**config.mk**
```make
export PLATFORM = sky130hd
export DESIGN_NAME = mem_access_stage
export DESIGN_NICKNAME = d
export VERILOG_FILES = /design/src/rtl/mem_stage_pkg.sv /design/src/rtl/mem_lane_align.sv /design/src/rtl/mem_access_stage.sv
export SDC_FILE = /design/constraint.sdc
export NUM_CORES = 1
export LEC_CHECK = 0
export ABC_AREA = 1
export CAP_MARGIN = 20
export CORE_AREA = 2 2 120 122
export DETAILED_ROUTE_END_ITERATION = 8
export DIE_AREA = 0 0 122 124
export GPL_TIMING_DRIVEN = 1
export MAX_ROUTING_LAYER = met4
export PLACE_DENSITY = 0.91
export SLEW_MARGIN = 20
export SYNTH_ARGS = -nofsm -noshare
export SYNTH_HDL_FRONTEND = slang
export SYNTH_SLANG_ARGS = --single-unit
export TNS_END_PERCENT = 50
```
**constraint.sdc**
```tcl
create_clock -name clock -period 2.2 [get_ports clock]
set_input_delay 0.66 -clock clock [delete_from_list [all_inputs] [get_ports clock]]
set_output_delay 0.66 -clock clock [all_outputs]
set_load 0.01 [all_outputs]
```
**src/rtl/mem_stage_pkg.sv**
```systemverilog
// Shared encodings for the MEM pipeline stage: access sizes, FSM states and
// the default bus timeout.
package mem_stage_pkg;

    localparam logic [1:0] SZ_BYTE = 2'b00;
    localparam logic [1:0] SZ_HALF = 2'b01;
    localparam logic [1:0] SZ_WORD = 2'b10;

    localparam int TIMEOUT_DEFAULT = 255;

    typedef enum logic [1:0] {
        IDLE = 2'd0,
        BUSY = 2'd1,
        DONE = 2'd2
    } mem_state_t;

endpackage

```
**src/rtl/mem_lane_align.sv**
```systemverilog
// Combinational lane steering for the MEM stage (little-endian).
// Stores: byte enables and lane-replicated write data.
// Loads : lane extract plus zero/sign extension. Size 2'b11 behaves as word.
module mem_lane_align
    import mem_stage_pkg::*;
(
    input  logic [1:0]  byte_off,
    input  logic [1:0]  size,
    input  logic        is_signed,
    input  logic [31:0] store_data,
    input  logic [31:0] load_word,
    output logic        misaligned,
    output logic [3:0]  be,
    output logic [31:0] wdata,
    output logic [31:0] load_data
);

    logic [7:0]  byte_sel;
    logic [15:0] half_sel;

    // Decode size/offset into enables, replicated store data and formatted load.
    always_comb begin
        misaligned = 1'b0;
        be         = 4'b1111;
        wdata      = store_data;
        load_data  = load_word;
        byte_sel   = load_word[{byte_off, 3'b000} +: 8];
        half_sel   = load_word[{byte_off[1], 4'b0000} +: 16];
        case (size)
            SZ_BYTE: begin
                be        = 4'b0001 << byte_off;
                wdata     = {4{store_data[7:0]}};
                load_data = {{24{is_signed & byte_sel[7]}}, byte_sel};
            end
            SZ_HALF: begin
                misaligned = byte_off[0];
                be         = byte_off[1] ? 4'b1100 : 4'b0011;
                wdata      = {2{store_data[15:0]}};
                load_data  = {{16{is_signed & half_sel[15]}}, half_sel};
            end
            default: begin
                misaligned = |byte_off;
            end
        endcase
    end

endmodule

```
**src/rtl/mem_access_stage.sv**
```systemverilog
// Pipeline MEM stage: issues loads/stores on a req/ack data bus, stalls the
// pipeline until the bus completes (or times out) and presents a writeback
// bubble while stalled.
module mem_access_stage
    import mem_stage_pkg::*;
#(
    parameter int TIMEOUT = TIMEOUT_DEFAULT
) (
    input  logic        clock,
    input  logic        reset_n,
    input  logic        MemRead,
    input  logic        MemWrite,
    input  logic [1:0]  MemSize,
    input  logic        MemSigned,
    input  logic        MemToReg,
    input  logic        RegWrite,
    input  logic [31:0] address,
    input  logic [31:0] WriteData,
    input  logic [4:0]  writeReg,
    output logic        MemToRegOut,
    output logic        RegWriteOut,
    output logic [31:0] MemReadData,
    output logic [31:0] addressOut,
    output logic [4:0]  writeRegOut,
    output logic        mem_stall,
    output logic        misalign_err,
    output logic        bus_err,
    output logic        dmem_req,
    output logic        dmem_we,
    output logic [31:0] dmem_addr,
    output logic [3:0]  dmem_be,
    output logic [31:0] dmem_wdata,
    input  logic [31:0] dmem_rdata,
    input  logic        dmem_ack
);

    localparam int CW = (TIMEOUT < 2) ? 1 : $clog2(TIMEOUT + 1);
    localparam logic [CW-1:0] CNT_LAST = CW'(TIMEOUT - 1);

    mem_state_t  state_q, state_d;
    logic [CW-1:0] cnt_q, cnt_d;
    logic [31:0] data_q, data_d;
    logic        req_q, req_d;
    logic        we_q, we_d;
    logic [3:0]  be_q, be_d;
    logic [31:0] addr_q, addr_d;
    logic [31:0] wdata_q, wdata_d;
    logic        bus_err_q, bus_err_d;

    logic        access;
    logic        misaligned;
    logic        start;
    logic [3:0]  lane_be;
    logic [31:0] lane_wdata;
    logic [31:0] lane_rdata;

    // Inputs are frozen while stalled, so live size/offset also format the read data.
    mem_lane_align u_align (
        .byte_off   (address[1:0]),
        .size       (MemSize),
        .is_signed  (MemSigned),
        .store_data (WriteData),
        .load_word  (dmem_rdata),
        .misaligned (misaligned),
        .be         (lane_be),
        .wdata      (lane_wdata),
        .load_data  (lane_rdata)
    );

    assign access = MemRead | MemWrite;
    assign start  = (state_q == IDLE) && access && !misaligned;

    // Next-state and bus-field logic; an ack on the timeout cycle wins.
    always_comb begin
        state_d   = state_q;
        cnt_d     = cnt_q;
        data_d    = data_q;
        req_d     = req_q;
        we_d      = we_q;
        be_d      = be_q;
        addr_d    = addr_q;
        wdata_d   = wdata_q;
        bus_err_d = 1'b0;
        case (state_q)
            IDLE: begin
                if (start) begin
                    state_d = BUSY;
                    req_d   = 1'b1;
                    we_d    = MemWrite;
                    be_d    = lane_be;
                    addr_d  = {address[31:2], 2'b00};
                    wdata_d = lane_wdata;
                    cnt_d   = '0;
                    data_d  = '0;
                end
            end
            BUSY: begin
                if (dmem_ack) begin
                    data_d  = we_q ? 32'd0 : lane_rdata;
                    req_d   = 1'b0;
                    we_d    = 1'b0;
                    state_d = DONE;
                end else if (cnt_q == CNT_LAST) begin
                    data_d    = '0;
                    req_d     = 1'b0;
                    we_d      = 1'b0;
                    bus_err_d = 1'b1;
                    state_d   = DONE;
                end else begin
                    cnt_d = cnt_q + 1'b1;
                end
            end
            DONE: begin
                state_d = IDLE;
                cnt_d   = '0;
            end
            default: state_d = IDLE;
        endcase
    end

    // FSM and registered bus outputs; reset abandons any transaction in flight.
    always_ff @(posedge clock or negedge reset_n) begin
        if (!reset_n) begin
            state_q   <= IDLE;
            cnt_q     <= '0;
            data_q    <= '0;
            req_q     <= 1'b0;
            we_q      <= 1'b0;
            be_q      <= '0;
            addr_q    <= '0;
            wdata_q   <= '0;
            bus_err_q <= 1'b0;
        end else begin
            state_q   <= state_d;
            cnt_q     <= cnt_d;
            data_q    <= data_d;
            req_q     <= req_d;
            we_q      <= we_d;
            be_q      <= be_d;
            addr_q    <= addr_d;
            wdata_q   <= wdata_d;
            bus_err_q <= bus_err_d;
        end
    end

    assign mem_stall    = start || (state_q == BUSY);
    assign misalign_err = (state_q == IDLE) && access && misaligned;
    assign bus_err      = bus_err_q;

    assign dmem_req   = req_q;
    assign dmem_we    = we_q;
    assign dmem_be    = be_q;
    assign dmem_addr  = addr_q;
    assign dmem_wdata = wdata_q;

    // Writeback sees a bubble while stalled or on a rejected access.
    assign RegWriteOut = RegWrite & ~mem_stall & ~misalign_err;
    assign MemToRegOut = MemToReg;
    assign MemReadData = (state_q == DONE) ? data_q : 32'd0;
    assign addressOut  = address;
    assign writeRegOut = writeReg;

endmodule

```
==> metrics <==
run status finished clean; warnings from Yosys 0; number of levels in the clock H-tree 3; endpoint arrival time on the critical path 1500 ps; via count of the first global-routing pass 5594; largest fanout on the critical path 2; Overflow after GRT 0; number of setup buffers added after CTS 0; Placement Rows 43; # DRC 0; largest vdd supply drop 669 uV; R2R depth 10; Critical Path Source Type primary input; sum of routed wire length over all layers 18.2 mm; count of maximum capacitance violations 0; number of distinct library cells after synthesis 29; startpoint-to-endpoint class of the critical path in -> out; Port-buffer cells 240; CP Capture Type output pin; GR Util met3 5.40%; CTS Hold Bufs 0; Mean Syn Cell Area 7.34 sq um; met1 track demand over resource in global routing 29.3%; setup slack of the most critical reg-to-reg path 320 ps; Via-to-Cell Ratio 4.87; CTS buffer count 9; Hold WS 221 ps; clock input transition at the sequential cells of the worst setup and hold paths 70 ps; fraction of final layout cells sized beyond drive strength 1 10.1%; growth of design area from synthesis to finish 47.4%; routed length per instance 15.2 microns; Post-DRT Antenna Nets 0; footprint of the flip-flops and latches 2780 sq um; Setup Skew 10.3 ps; I/O pins 255; final number of max-transition violations 0; Multi-input gate area 2310 sq um; clock insertion delay at the later pin of the skew report 350 ps; met2 demand-to-capacity share in global routing 42.7%; number of violations reported at the end of detailed-routing iteration 0 490; required arrival time at the worst endpoint 1540 ps; final period utilization 98.0%; first-pass GRT wire length 28.1 mm; total core area 13700 sq um; CTS Root Cell sky130_fd_sc_hd__clkbuf_16; RSZ-0062 raised after global routing false; most used routing layer met2; GPL Wtd Cong 0.940; area of the mapped netlist 5810 sq um; Sinks on Clock Net 111; total power per unit cell area 1080 nW/um^2; beginning of the worst register-to-register path state_q[1]$_DFFE_PN0P_; post-layout min period 2160 ps; transition at the pin with the smallest max-transition slack 526 ps; cell count after synthesis 792; final hold violation count 0; Die Span Y 124 microns; 1st-pass router iterations 5; Pleak 4.35 nW; fill cell count 1210; maximum number of pins on one net before global-route repair 51; number of storage elements in the synthesis netlist 111; Final HPWL DP 13.7 mm; Crit Reg-Reg Endpoint cnt_q[4]$_DFFE_PN0P_; antenna violations before repair 2; Die Footprint 15100 sq um; clock tree from TritonCTS built; effective utilization at floorplan 42.4%; final number of setup-violating endpoints 0; Placement Setup Slack -802 ps; largest buffer count on any clock path 2; worst hold-check path type in -> async; headroom to the max-slew limit 64.9%; global router's overall resource usage 24.9%; Via Count 5864; maximum clock rate 464 MHz; final net count 1129; min setup slack post-route 44.1 ps; sequential-to-total area share from yosys stat 47.8%; x dimension of the die 122 microns
## cells in the mapped netlist
master                     instances  area [sq um]
sky130_fd_sc_hd__a21o_1            1          7.51
sky130_fd_sc_hd__a21oi_1          30           150
sky130_fd_sc_hd__a31oi_1          10          62.6
sky130_fd_sc_hd__buf_1             1          3.75
sky130_fd_sc_hd__buf_2            10          50.1
sky130_fd_sc_hd__buf_4            43           323
sky130_fd_sc_hd__buf_6             7          78.8
sky130_fd_sc_hd__clkbuf_1         11          41.3
sky130_fd_sc_hd__clkbuf_2          1          5.00
sky130_fd_sc_hd__conb_1            1          3.75
sky130_fd_sc_hd__dfrtp_1         111          2780
sky130_fd_sc_hd__ha_1              2          25.0
sky130_fd_sc_hd__inv_1            58           218
sky130_fd_sc_hd__inv_2             5          18.8
sky130_fd_sc_hd__inv_4             1          6.26
sky130_fd_sc_hd__nand2_1         343          1290
sky130_fd_sc_hd__nand2_2           3          18.8
sky130_fd_sc_hd__nand2_4           1          11.3
sky130_fd_sc_hd__nand3_1          26           130
sky130_fd_sc_hd__nand3_2           3          30.0
sky130_fd_sc_hd__nand4_1           1          6.26
sky130_fd_sc_hd__nor2_1           73           274
sky130_fd_sc_hd__nor2_2            3          18.8
sky130_fd_sc_hd__nor2_8            1          20.0
sky130_fd_sc_hd__nor3_1            2          10.0
sky130_fd_sc_hd__o21ai_0          33           165
sky130_fd_sc_hd__o21ai_1           7          35.0
sky130_fd_sc_hd__or2_2             1          6.26
sky130_fd_sc_hd__xor2_1            3          26.3
## report_power, final
part / switching, mW / internal [mW] / leakage [nW]
Sequential: 0.519 / 2.91 / 1.41
Clock: 0.752 / 1.07 / 0.163
Combinational: 2.09 / 1.95 / 2.78
Total: 3.36 / 5.92 / 4.35
## sequential cells by signal, summed over array words and instances (netlist names)
| signal | flops |
|---|---|
| data_q | 32 |
| dmem_wdata | 32 |
| dmem_addr | 30 |
| cnt_q | 8 |
| dmem_be | 4 |
| state_q | 2 |
| bus_err | 1 |
| dmem_req | 1 |
| dmem_we | 1 |
## worst max-delay path, cell delays in order
cell                              delay [ps]
sky130_fd_sc_hd__clkdlybuf4s15_1         280
sky130_fd_sc_hd__nor2_8                   40
sky130_fd_sc_hd__inv_2                    50
sky130_fd_sc_hd__nand2_2                  80
sky130_fd_sc_hd__nor3_2                  220
sky130_fd_sc_hd__buf_2                   160
## how the worst max path moves through the flow
stage,from,endpoint
after floorplan,MemSize[1],mem_stall
after global placement,MemSize[1],misalign_err
after detailed placement,MemSize[1],misalign_err
after CTS,MemSize[1],misalign_err
after global routing,MemSize[0],misalign_err
final,MemSize[0],misalign_err
## metal layers
layer,vias to the layer above,wire length [microns]
li1,2850,-
met4,0,396
met5,-,0
met1,2700,7180
met3,27,1580
met2,287,9070
## cells in the final DEF, fill, tap and decap left out, types with 3 or more instances in the layout
master / count
sky130_fd_sc_hd__nand2_1: 340
sky130_fd_sc_hd__clkdlybuf4s50_1: 166
sky130_fd_sc_hd__dfrtp_1: 111
sky130_fd_sc_hd__nor2_1: 71
sky130_fd_sc_hd__inv_1: 58
sky130_fd_sc_hd__dlygate4sd2_1: 53
sky130_fd_sc_hd__buf_4: 40
sky130_fd_sc_hd__o21ai_0: 33
sky130_fd_sc_hd__a21oi_1: 30
sky130_fd_sc_hd__nand3_1: 26
sky130_fd_sc_hd__clkbuf_2: 13
sky130_fd_sc_hd__a31oi_1: 10
sky130_fd_sc_hd__clkbuf_16: 9
sky130_fd_sc_hd__o21ai_1: 7
sky130_fd_sc_hd__nand2_2: 6
sky130_fd_sc_hd__buf_12: 6
sky130_fd_sc_hd__inv_2: 5
sky130_fd_sc_hd__nor2_2: 5
sky130_fd_sc_hd__nand3_2: 3
sky130_fd_sc_hd__xor2_1: 3
sky130_fd_sc_hd__buf_2: 3
## metrics by stage
stage | total power [mW] | instances | setup TNS [ps] | cell area, sq um | utilization (%)
floorplan | 5.36 | 793 | 0 | 5810 | -
global placement | 7.42 | 1185 | -51030 | 8350 | 60.9
detailed placement | 7.56 | 1185 | -54200 | 8350 | 60.9
CTS | 9.36 | 1201 | -14.0 | 8620 | 62.8
global route | 9.89 | 1203 | 0 | 8560 | 62.4
finish | 9.29 | 1203 | 0 | 8560 | 62.4
## kinds of logic (layout without fill, tap and decap cells)
kind of cell    count (synthesis)  count (layout)  share of synthesized area [%]
compound gates                 81              81                           7.24
other cells                     1               4                         0.0645
fa+ha+maj                       2               2                          0.431
xor+xnor                        3               3                          0.452
buf+inv                       137             365                           12.8
flops                         111             111                           47.8
simple gates                  457             457                           31.2
## cell type report
type	instances	area share (%)
sequential	111	32.4
timing repair buffer	285	31.2
multi-input combinational	545	27.0
clock buffer	12	3.00
inverter	64	2.83
tap	180	2.63
clock inverter	4	0.906
antenna	2	0.0584
## repair_timing
| action | in CTS | in global routing |
|---|---|---|
| endpoints found under the setup margin | 160 | 32 |
| pin swaps | 5 | 1 |
| gates resized for setup | 93 | 28 |
| endpoints found under the hold margin | 0 | 0 |
| gates cloned | 0 | 0 |
Power figures use the tool's default switching activity.
==> patch 1, RTL diff (same settings) <==
Reset style: synchronous (`reset_n`), changed in one clocked block.
--- a/src/rtl/mem_access_stage.sv
+++ b/src/rtl/mem_access_stage.sv
@@ -119,7 +119,7 @@
     end
 
     // FSM and registered bus outputs; reset abandons any transaction in flight.
-    always_ff @(posedge clock or negedge reset_n) begin
+    always_ff @(posedge clock) begin
         if (!reset_n) begin
             state_q   <= IDLE;
             cnt_q     <= '0;
Check against the original RTL: differs if reset_n is asserted again (counterexample within 4 cycles, from zero or initial values and one cycle with reset_n low); with reset_n held inactive, the same outputs for 10 cycles.
==> patch 1 against the original RTL <==
Routed wire length fell by 3.0%. Sequential cell count did not move. Core utilization fell by 2.2 points. Global-route usage fell by 1.5 points. Area after synthesis fell by 5.5%. Via count rose by 1.6%. Worst setup slack improved by 0.89 ps. Synthesized cell count rose by 2.1%. Final area fell by 3.5%. Hold slack improved by 250 ps.
Power is not compared: it rests on default switching activity, and its combinational part moved more than twofold at a synthesized area within 25%.
==> patch 1: results <==
export IMPL_clock_latency_ps=360
export IMPL_clockRootBuffer="clkbuf_16"
export IMPL_gr_usage_all_layers_pct=23.5
export IMPL_viasPerCell=4.92
export IMPL_p_clk_share_pct=31.9
export IMPL_cts_path_max_buffers=2
export IMPL_grt_max_degree=53
export IMPL_place_congestion=0.978
export IMPL_critPathLaunch="address[21]"
export IMPL_path_delay_family="buffers and inverters"
export IMPL_irDropWorstVdd_v=0.000385
export IMPL_clk_pin_slew_ps=70
export IMPL_worst_path_max_fanout=2
export IMPL_crit_path_max_incr_delay_ps=540
export IMPL_diodes=0
export IMPL_skew_ps=7.28
export IMPL_cts_max_level=3
export IMPL_crit_arrival_ps=1490
export IMPL_dp_hpwl_mm=13.3
export IMPL_grt_pass1_vias=5517
export IMPL_outcome="finished, final reports clean"
export IMPL_wl_per_cell_um=14.6
export IMPL_hold_class="reg2reg"
export IMPL_r2r_cells=11
export IMPL_cts_buffers_inserted=9
export IMPL_drt_first_pass_iters=5
export IMPL_layout_drive_gt1_share_pct=9.50
export IMPL_crit_reg2reg_launch="state_q[0]"
export IMPL_antenna_found_initial=0
export IMPL_synthTopCellsByCount="198 x nand2_1, 144 x nor2_1, 111 x dfxtp_1"
export IMPL_grt_pass1_wl_mm=27.1
export IMPL_r2r_slack_ps=330
export IMPL_p_sw_share_pct=28.2
export IMPL_drtIter0Drc=365
export IMPL_vias=5958
export IMPL_nets=1143
export IMPL_synth_cell_types=36
export IMPL_async_flop_share_pct=0
export IMPL_r2r_end="dmem_addr[29]"
export IMPL_pwr_share_seq_pct=42.0
export IMPL_ys_warnings_count=0
export IMPL_synth_seq_area_share_pct=40.5
export IMPL_leakagePower_uw=0.00345
export IMPL_synth_area_leaders="dfxtp_1 40%, nand2_1 14%, nor2_1 9.8%"
export IMPL_crit_slowest_cell="clkdlybuf4s50_1"
export IMPL_crit_end="addressOut[21]"
export IMPL_port_buffers=240
export IMPL_netlist_instances=809
==> patch 1: kinds of logic after synthesis <==
family	synth area share (%)
compound gates	16.1
xor+xnor	0.798
fa+ha+maj	0.456
buf+inv	14.0
flops	40.5
other cells	0.0683
simple gates	28.1
==> patch 1: what timing repair did <==
item,in CTS,in global routing
pin swaps,3,0
resized for setup,88,6
setup buffers,2,0
endpoints found under the setup margin,143,10
==> patch 1: layer usage <==
| layer | track usage (%) | share of wire (%) | up-vias |
|---|---|---|---|
| met5 | - | 0 | - |
| met4 | 11.0 | 3.3 | 0 |
| met3 | 3.48 | 6.5 | 49 |
| met2 | 38.4 | 48 | 259 |
| met1 | 28.6 | 42 | 2677 |
| li1 | - | - | 2973 |
==> patch 1: per-stage QoR <==
step	worst slack, ps	total power, uW	instance area (um2)
2_1_floorplan	243	2970	5490
3_3_place_gp	-637	3680	8030
3_5_place_dp	-660	3710	8030
4_1_cts	19.0	5400	8270
5_1_grt	12.9	5600	8260
6_report	45.0	5370	8260
==> patch 1: how the worst min path moves through the flow <==
| stage | from | endpoint | slack [ps] | cells past startpoint |
|---|---|---|---|---|
| 4_1_cts | data_q[6] | data_q[6] | 460 | 2 |
| 5_1_grt | data_q[30] | data_q[30] | 480 | 2 |
| 6_report | dmem_be[1] | dmem_be[1] | 470 | 2 |
| 3_5_place_dp | data_q[6] | data_q[6] | 450 | 2 |
| 2_1_floorplan | data_q[10] | data_q[10] | 440 | 2 |
| 3_3_place_gp | dmem_req | dmem_req | 450 | 2 |
==> patch 1: cell type report <==
cell class / instances / area (um2)
clock inverters: 4 / 73.8
inverters: 56 / 214
multi-input cells: 559 / 2510
repair buffers: 293 / 2790
clock buffers: 9 / 225
flip-flops and latches: 111 / 2220
fillers: 1254 / 5460
well taps: 180 / 225
==> patch 2, RTL diff (same settings) <==
Without the edit above. Set the package constant `TIMEOUT_DEFAULT` to 510 (it was 255).
--- a/src/rtl/mem_stage_pkg.sv
+++ b/src/rtl/mem_stage_pkg.sv
@@ -6,7 +6,7 @@
     localparam logic [1:0] SZ_HALF = 2'b01;
     localparam logic [1:0] SZ_WORD = 2'b10;
 
-    localparam int TIMEOUT_DEFAULT = 255;
+    localparam int TIMEOUT_DEFAULT = 510;
 
     typedef enum logic [1:0] {
         IDLE = 2'd0,
Check against the original RTL: same outputs for any inputs over 4 cycles, from zero or initial values and one cycle with reset_n low; that may be too few to reach the edited logic, so the function may still have changed.
==> patch 2 against the original RTL <==
Sequential cell count rose by 1. Die area did not move. Power fell by 1.6%. Routed wire length fell by 1.8%. Final area rose by 1.6%. Via count rose by 1.9%. Worst setup slack improved by 13 ps. Area after synthesis rose by 2.7%. Critical endpoint is now mem_stall. Largest power group unchanged. Highest routed layer unchanged.
==> patch 2: results <==
export IMPL_outcome="finished, final reports clean"
export IMPL_antenna_found_initial=0
export IMPL_synth_cell_types=30
export IMPL_crit_slowest_cell="dlygate4sd2_1"
export IMPL_wl_per_cell_um=14.7
export IMPL_vias=5977
export IMPL_synthTopCellsByCount="357 x nand2_1, 112 x dfrtp_1, 66 x inv_1"
export IMPL_synth_avg_cell_area_um2=7.34
export IMPL_worst_path_max_fanout=4
export IMPL_synth_area_leaders="dfrtp_1 47%, nand2_1 22%, buf_4 5.5%"
export IMPL_pg_clk_uw=1730
export IMPL_p_sw_share_pct=37.1
export IMPL_grt_pass1_vias=5616
export IMPL_final_cell_count_no_fill=1218
export IMPL_diodes=0
export IMPL_layout_drive_gt1_share_pct=8.57
export IMPL_nets=1146
export IMPL_leakagePower_uw=0.00445
export IMPL_grt_pass1_wl_mm=27.2
export IMPL_p_comb_uw=4000
export IMPL_place_congestion=0.950
export IMPL_hold_class="in2async"
export IMPL_gr_usage_all_layers_pct=24.0
export IMPL_synth_seq_area_share_pct=47.0
export IMPL_dp_hpwl_mm=13.5
export IMPL_r2r_slack_ps=350
export IMPL_irDropWorstVdd_v=0.000643
export IMPL_skew_ps=4.80
export IMPL_p_per_area_mw_per_mm2=1050
export IMPL_drtIter0Drc=570
export IMPL_r2r_cells=7
export IMPL_hold_ws_ps=162
## patch 2: cell count changes in the layout (fill, tap and decap cells not counted), sizes merged, moves of 10 or more
cell / unedited run / this run
a31oi: 10 / 0
nor2: 77 / 62
dlygate4sd2: 53 / 67
o21ai: 40 / 58
nand2: 347 / 366
clkbuf: 25 / 10
## patch 2: through the flow
stage	worst slack, ps	area, um2	TNS (ps)
finish	56.9	8700	0
global route	1.64	8700	0
CTS	14.9	8690	0
detailed placement	-748	8450	-55370
global placement	-703	8450	-52670
floorplan	216	5970	0
## patch 2: area by class of cell
type	instances	area [um2]
tap	180	225
multi-input combinational	560	2400
clock inverter	7	87.6
inverter	70	265
fill	1178	5020
timing repair buffer	280	2690
clock buffer	9	225
sequential	112	2800
## patch 2: what timing repair did
item,4_1_cts,5_1_grt
gates resized for setup,87,8
hold buffers,0,0
hold endpoints to repair,0,0
pin swaps,4,0
cloned,0,0
setup endpoints to repair,148,25
## patch 2: logic make-up (layout without fill, tap and decap cells)
group	Yosys count	in the layout	synth area share [%]
other	1	2	0.0629
AOI/OAI and AO/OA	86	86	7.51
buffers and inverters	142	366	13.2
adders and majority gates	2	2	0.419
DFF	112	112	47.0
and+or+nand+nor	470	470	31.8
## patch 2: path summary, 6_finish.rpt
path	startpoint	end
worst max-delay path	address[1]	mem_stall
worst min-delay path	reset_n	cnt_q[2]
worst max register to register	state_q[1]	dmem_wdata[29]
worst min register to register	dmem_addr[9]	dmem_addr[9]
max in group asynchronous	reset_n	dmem_addr[16]
min in group clock	dmem_addr[9]	dmem_addr[9]
## patch 2: metal layers
metal / vias to the layer above / routed length, um / global-route usage (%)
met3: 50 / 1160 / 4.26
met1: 2761 / 7080 / 28.1
li1: 2889 / - / -
met4: 0 / 692 / 12.1
met2: 277 / 8970 / 40.2
met5: - / 0 / -
